[config.mk]
export PLATFORM = sky130hd
export DESIGN_NAME = rom_uart_rx_subsystem
export DESIGN_NICKNAME = d
export VERILOG_FILES = /design/src/rtl/rom_uart_rx_subsystem.sv
export SDC_FILE = /design/constraint.sdc
export NUM_CORES = 1
export LEC_CHECK = 0
export CAP_MARGIN = 20
export CORE_ASPECT_RATIO = 0.75
export CORE_UTILIZATION = 50
export DETAILED_ROUTE_END_ITERATION = 7
export PLACE_DENSITY = 0.84
export SLEW_MARGIN = 20
export SYNTH_ARGS = -nofsm -noshare
export SYNTH_HDL_FRONTEND = slang
export SYNTH_SLANG_ARGS = --single-unit
[constraint.sdc]
create_clock -name clk -period 2.75 [get_ports clk]
set_clock_uncertainty 0.2 [all_clocks]
set_input_delay 0.55 -clock clk [delete_from_list [all_inputs] [get_ports clk]]
set_output_delay 0.55 -clock clk [all_outputs]
set_load 0.02 [all_outputs]
[src/rtl/rom_uart_rx_subsystem.sv]
// rom_uart_rx_subsystem
// Fixed-message ROM with a handshake-driven address sequencer, plus an
// independent 8N1 UART receiver with a 2-flop input synchronizer.
module rom_uart_rx_subsystem #(
  parameter int CLK_FREQ   = 1036800,
  parameter int BAUDRATE   = 115200,
  parameter int ADDR_WIDTH = 5,
  parameter int DATA_WIDTH = 8
) (
  input  logic                  clk,
  input  logic                  rst_n,
  input  logic                  next_addr,
  output logic [ADDR_WIDTH-1:0] addr,
  output logic [DATA_WIDTH-1:0] transmit_data,
  output logic                  is_data,
  input  logic                  tx_line,
  output logic [DATA_WIDTH-1:0] receive_data,
  output logic                  is_receiving,
  output logic                  is_finished
);

  localparam int CLKS_PER_BIT = CLK_FREQ / BAUDRATE;
  localparam int HALF_BIT     = CLKS_PER_BIT / 2;
  localparam int CNT_W        = $clog2(CLKS_PER_BIT);
  localparam int BIT_W        = (DATA_WIDTH > 1) ? $clog2(DATA_WIDTH) : 1;

  // "Hello, UART!\r\n", byte 0 in the least significant position.
  localparam int MSG_LEN = 14;
  localparam logic [MSG_LEN*8-1:0] MSG_BYTES = {
    8'h0A, 8'h0D, 8'h21, 8'h54, 8'h52, 8'h41, 8'h55,
    8'h20, 8'h2C, 8'h6F, 8'h6C, 8'h6C, 8'h65, 8'h48
  };

  typedef enum logic [2:0] {
    S_IDLE,
    S_START,
    S_DATA,
    S_STOP,
    S_BREAK   // framing error seen: wait for the line to return high
  } rx_state_e;

  // Constant ROM: every address past the message reads as the 0x00 terminator.
  function automatic logic [DATA_WIDTH-1:0] rom_word(input logic [ADDR_WIDTH-1:0] a);
    logic [DATA_WIDTH-1:0] r;
    r = '0;
    for (int i = 0; i < MSG_LEN; i++) begin
      if (int'(a) == i) r = DATA_WIDTH'(MSG_BYTES[i*8 +: 8]);
    end
    return r;
  endfunction

  // ---------------------------------------------------------------------------
  // Byte source
  // ---------------------------------------------------------------------------
  logic [ADDR_WIDTH-1:0] addr_q, addr_d;
  logic [DATA_WIDTH-1:0] tx_data_q, tx_data_d;
  logic                  is_data_q, is_data_d;

  // Advance only while a real byte is presented, so the terminator is sticky.
  always_comb begin
    addr_d    = addr_q;
    tx_data_d = rom_word(addr_q);
    is_data_d = (rom_word(addr_q) != '0);
    if (next_addr && is_data_q) addr_d = addr_q + ADDR_WIDTH'(1);
  end

  // Source registers; the ROM itself is constant logic and needs no reset.
  // NOTE: sequential state uses non-blocking assignments so every flop samples pre-edge values.
  always_ff @(posedge clk or negedge rst_n) begin
    if (!rst_n) begin
      addr_q    <= '0;
      tx_data_q <= '0;
      is_data_q <= 1'b0;
    end else begin
      addr_q    <= addr_d;
      tx_data_q <= tx_data_d;
      is_data_q <= is_data_d;
    end
  end

  assign addr          = addr_q;
  assign transmit_data = tx_data_q;
  assign is_data       = is_data_q;

  // ---------------------------------------------------------------------------
  // Receiver
  // ---------------------------------------------------------------------------
  logic sync1_q, sync2_q;
  logic rx;

  // Two-flop synchronizer, reset to the idle-high line level.
  always_ff @(posedge clk or negedge rst_n) begin
    if (!rst_n) begin
      sync1_q <= 1'b1;
      sync2_q <= 1'b1;
    end else begin
      sync1_q <= tx_line;
      sync2_q <= sync1_q;
    end
  end

  assign rx = sync2_q;

  rx_state_e             state_q, state_d;
  logic [CNT_W-1:0]      cnt_q, cnt_d;
  logic [BIT_W-1:0]      bit_q, bit_d;
  logic [DATA_WIDTH-1:0] shift_q, shift_d;
  logic [DATA_WIDTH-1:0] rx_data_q, rx_data_d;
  logic                  busy_q, busy_d;
  logic                  fin_q, fin_d;

  // Receiver next-state: counts cycles to mid-bit and samples there.
  // NOTE: every signal gets a default first so no path leaves one unassigned (no latches).
  always_comb begin
    state_d   = state_q;
    cnt_d     = cnt_q;
    bit_d     = bit_q;
    shift_d   = shift_q;
    rx_data_d = rx_data_q;
    busy_d    = busy_q;
    fin_d     = 1'b0;
    unique case (state_q)
      S_IDLE: begin
        if (!rx) begin
          state_d = S_START;
          cnt_d   = '0;
          bit_d   = '0;
          busy_d  = 1'b1;
        end
      end
      S_START: begin
        if (cnt_q == CNT_W'(HALF_BIT - 1)) begin
          cnt_d = '0;
          if (rx) begin
            state_d = S_IDLE;   // glitch, not a start bit
            busy_d  = 1'b0;
          end else begin
            state_d = S_DATA;
          end
        end else begin
          cnt_d = cnt_q + CNT_W'(1);
        end
      end
      S_DATA: begin
        if (cnt_q == CNT_W'(CLKS_PER_BIT - 1)) begin
          cnt_d   = '0;
          shift_d = {rx, shift_q[DATA_WIDTH-1:1]};   // LSB arrives first
          if (bit_q == BIT_W'(DATA_WIDTH - 1)) state_d = S_STOP;
          else                                 bit_d   = bit_q + BIT_W'(1);
        end else begin
          cnt_d = cnt_q + CNT_W'(1);
        end
      end
      S_STOP: begin
        if (cnt_q == CNT_W'(CLKS_PER_BIT - 1)) begin
          cnt_d  = '0;
          busy_d = 1'b0;
          if (rx) begin
            rx_data_d = shift_q;
            fin_d     = 1'b1;
            state_d   = S_IDLE;
          end else begin
            state_d = S_BREAK;
          end
        end else begin
          cnt_d = cnt_q + CNT_W'(1);
        end
      end
      S_BREAK: begin
        if (rx) state_d = S_IDLE;
      end
      default: state_d = S_IDLE;
    endcase
  end

  // Receiver state register.
  always_ff @(posedge clk or negedge rst_n) begin
    if (!rst_n) begin
      state_q   <= S_IDLE;
      cnt_q     <= '0;
      bit_q     <= '0;
      shift_q   <= '0;
      rx_data_q <= '0;
      busy_q    <= 1'b0;
      fin_q     <= 1'b0;
    end else begin
      state_q   <= state_d;
      cnt_q     <= cnt_d;
      bit_q     <= bit_d;
      shift_q   <= shift_d;
      rx_data_q <= rx_data_d;
      busy_q    <= busy_d;
      fin_q     <= fin_d;
    end
  end

  assign receive_data = rx_data_q;
  assign is_receiving = busy_q;
  assign is_finished  = fin_q;

endmodule

==> summary.log <==
[outcome] status finished with violations
[outcome] violations in the final reports negative hold slack
[worst_hold_path] type of the worst min-delay path input port to async pin
[cells_and_area] top library cells by usage in the layout, fill and taps aside 41 x sky130_fd_sc_hd__dfrtp_1, 25 x sky130_fd_sc_hd__clkdlybuf4s50_1, 14 x sky130_fd_sc_hd__nor2_1
[yosys] xor-xnor portion of the synthesized cell area 1.68%
[yosys] area share of the largest cell type after synthesis 49.2%
[yosys] number of flops mapped to enable cells by yosys 0
[grt] wire length of the first global-routing pass 6770 um
[clock_tree] clock sink total 43
[yosys] number of cells produced by synthesis 193
[yosys] biggest area contributors in the synthesized netlist sky130_fd_sc_hd__dfrtp_1 49%, sky130_fd_sc_hd__ha_1 4.8%, sky130_fd_sc_hd__mux2_1 4.3%
[cells_and_area] leading cell type in the layout, fill and taps excluded sky130_fd_sc_hd__dfrtp_1
[floorplanning] site row count 19
[setup_path] critical path endpoint category output port
[power_and_ir_drop] power density over cell area 1040 mW/mm^2
[power_and_ir_drop] Peak VDD IR 0.000831 V
[place] I/O Buffers 26
[yosys] sequential cell area fraction in the yosys report 51.7%
[yosys] simple logic cell fraction of the synthesized area 13.7%
[floorplanning] Horiz. Die Dim 76.6 um
[timing] Worst Tran Pin Value 563 ps
[timing] Final Setup Violations 0
[floorplanning] initial core utilization 54.5%
[timing] worst setup margin 348 ps
[clock_tree] # H-tree levels 2
[timing] Setup TNS Final 0 ps
[floorplanning] Vert. Die Dim 57.9 um
[yosys] leading register cell type out of synthesis sky130_fd_sc_hd__dfrtp_1
[grt] maximum number of pins on one net before global-route repair 22
[place] routability congestion estimate 0.826
[timing] maximum clock rate 416 MHz
[timing] time the worst path needs with I/O delays and setup 2400 ps
[clock_tree] TritonCTS buffer count 5
[clock_tree] hold-fix buffer count after cts 0
[yosys] share of cell area taken by muxes after synthesis 9.12%
[route] via count 1519
[setup_path] data required time of the worst path 2000 ps
[timing] final hold violation count 14
[place] DP Worst Slack 569 ps
[clock_tree] buffer count from post-CTS setup fixing 0
[yosys] combinational family with the most area after synthesis compound AO/OA/AOI/OAI gates
[grt] via count of the first global-routing pass 1391
[yosys] net count of the mapped netlist 205
[route] number of DRC markers in iteration 0 163
[yosys] per-instance average area after synthesis 10.8 sq um
[clock_tree] count of instances resized after the clock tree is built 0
[setup_path] worst stage delay on the critical path 700 ps
[setup_path] crit path max-delay cell type sky130_fd_sc_hd__clkdlybuf4s50_1
[clock_tree] clock latency reported for the late side of the worst-skew pair 300 ps
[floorplanning] core outline area 0.00383 sq mm
[yosys] area leader, netlist sky130_fd_sc_hd__dfrtp_1
[route] total iterations of the first detailed-routing run 4
[route] total routed wirelength 4000 um
[timing] share of the clock period used by the worst path after layout 87.3%
[cells_and_area] synth-to-layout area growth 18.7%
[route] detail-routed via count per cell 5.65
[yosys] number of flip-flops and latches in the synthesized netlist 43
[yosys] Post-Synthesis Cell Area 0.00208 sq mm
[cells_and_area] fraction of final layout cells with drive strength greater than 1 11.1%
[floorplanning] Die ar. 0.00443 sq mm
[timing] number of slew-limit violations in the final report 0
[setup_path] Critical Setup Path Class flip-flop to output port
[setup_path] data arrival time of the worst path 1650 ps
[route] detailed-route wire length per cell 14.9 um
[yosys] number of distinct library cells after synthesis 43
[clock_tree] root buffer cell sky130_fd_sc_hd__clkbuf_8
[setup_path] cells along the critical path clkdlybuf4s50_1
[timing] max-slew headroom at the worst pin 62.2%
[setup_path] Critical path buffers and inverters 1
[setup_path] Critical Path Source Type flip-flop
[setup_path] cell type group with the largest total delay on the critical path buffers and inverters
[cells_and_area] Inserted Diodes 0
[timing] worst-case hold slack -7.24 ps
[clock_tree] clk buf depth 2
[grt] combined global-route utilization of all metal layers 19.9%
[floorplanning] Top-Level Pins 28
[route] residual antenna-violating net count after detailed routing 0
[yosys] area share of fa/ha/maj cells after synthesis 4.80%
[timing] unrepaired setup endpoints after global routing false
[setup_path] largest driver fanout on the critical path 17
[grt] overflow left after global routing 0
[job] Max-cap violations 0
[clock_tree] clock-pin slew on the worst setup and hold paths 80 ps
[cells_and_area] fin nets 228
[yosys] share of flip-flops with an asynchronous set or reset 100%
[route] DRC Markers 0
[power_and_ir_drop] Leak 0.00114 uW
[yosys] Yosys warning total 0
[place] half-perimeter wire length after detailed placement 2760 um
[clock_tree] CTS tree yes
[grt] antenna violations before repair 0
[yosys] area fraction in compound gates after synthesis 14.0%
[logic make-up after synthesis]
kind of cell    count (synthesis)
simple gates                   54
compound gates                 44
flops                          43
buf+inv                        22
mux                            17
fa+ha+maj                       8
xor+xnor                        4
other cells                     1
[report_power, final]
| group | internal [uW] | switching (uW) |
|---|---|---|
| registers | 788 | 205 |
| clock network | 271 | 219 |
| logic | 490 | 608 |
[routing by layer]
layer / vias up / wire [um] / GRT usage, %
met2: 63 / 1690 / 27.8
met1: 718 / 1990 / 29.6
met5: - / 0 / 0
met4: 0 / 53 / 6.04
li1: 728 / - / -
met3: 10 / 269 / 6.46
[per-stage QoR]
stage / cells / total power (uW) / hold WS [ps] / instance area, sq um / utilization [%]
2_1_floorplan: 193 / 1720 / 54.4 / 2080 / -
3_3_place_gp: 261 / 2040 / 148 / 2360 / 61.8
3_5_place_dp: 261 / 2080 / 149 / 2360 / 61.8
4_1_cts: 269 / 2570 / 11.4 / 2470 / 64.6
5_1_grt: 269 / 2750 / 29.4 / 2470 / 64.6
6_report: 269 / 2580 / -7.24 / 2470 / 64.6
[cell usage after synthesis (3+ instances only)]
| cell type | instances |
|---|---|
| sky130_fd_sc_hd__o211ai_1 | 4 |
| sky130_fd_sc_hd__xnor2_1 | 4 |
| sky130_fd_sc_hd__mux2_2 | 8 |
| sky130_fd_sc_hd__ha_1 | 8 |
| sky130_fd_sc_hd__o21ai_0 | 8 |
| sky130_fd_sc_hd__a211oi_1 | 3 |
| sky130_fd_sc_hd__o31ai_1 | 4 |
| sky130_fd_sc_hd__a21oi_1 | 11 |
| sky130_fd_sc_hd__nor2_1 | 14 |
| sky130_fd_sc_hd__and3_1 | 4 |
| sky130_fd_sc_hd__dfrtp_1 | 41 |
| sky130_fd_sc_hd__nor2b_1 | 4 |
| sky130_fd_sc_hd__mux2_1 | 8 |
| sky130_fd_sc_hd__inv_1 | 9 |
| sky130_fd_sc_hd__nand2_1 | 12 |
| sky130_fd_sc_hd__o41ai_1 | 3 |
| sky130_fd_sc_hd__nor3_1 | 3 |
| sky130_fd_sc_hd__nand3_1 | 6 |
| sky130_fd_sc_hd__clkbuf_1 | 9 |
[registers in the layout, indices dropped and copies added, names as in the netlist]
register       flops
is_data            1
state_q            3
sync1_q            1
transmit_data      7
rx                 1
cnt_q              4
is_receiving       1
receive_data       8
shift_q            8
is_finished        1
bit_q              3
addr               5
[area by class of cell]
class,instances,area (sq um)
sequential,43,1080
tap,52,65.1
fill,302,1350
inverter,9,33.8
timing repair buffer,29,278
clock buffer,6,72.6
clock inverter,2,37.5
multi-input combinational,128,908
[worst paths after layout]
check	from	end	slack (ps)	cells after the start
min	rst_n	transmit_data[0]	-7	1
max in group asynchronous	rst_n	rx	1760	2
max reg2reg	cnt_q[0]	receive_data[2]	590	6
min in group clk	sync1_q	rx	160	0
min reg2reg	sync1_q	rx	160	0
max	addr[2]	addr[2]	350	1
No activity file was read; power rests on OpenSTA's default activity.
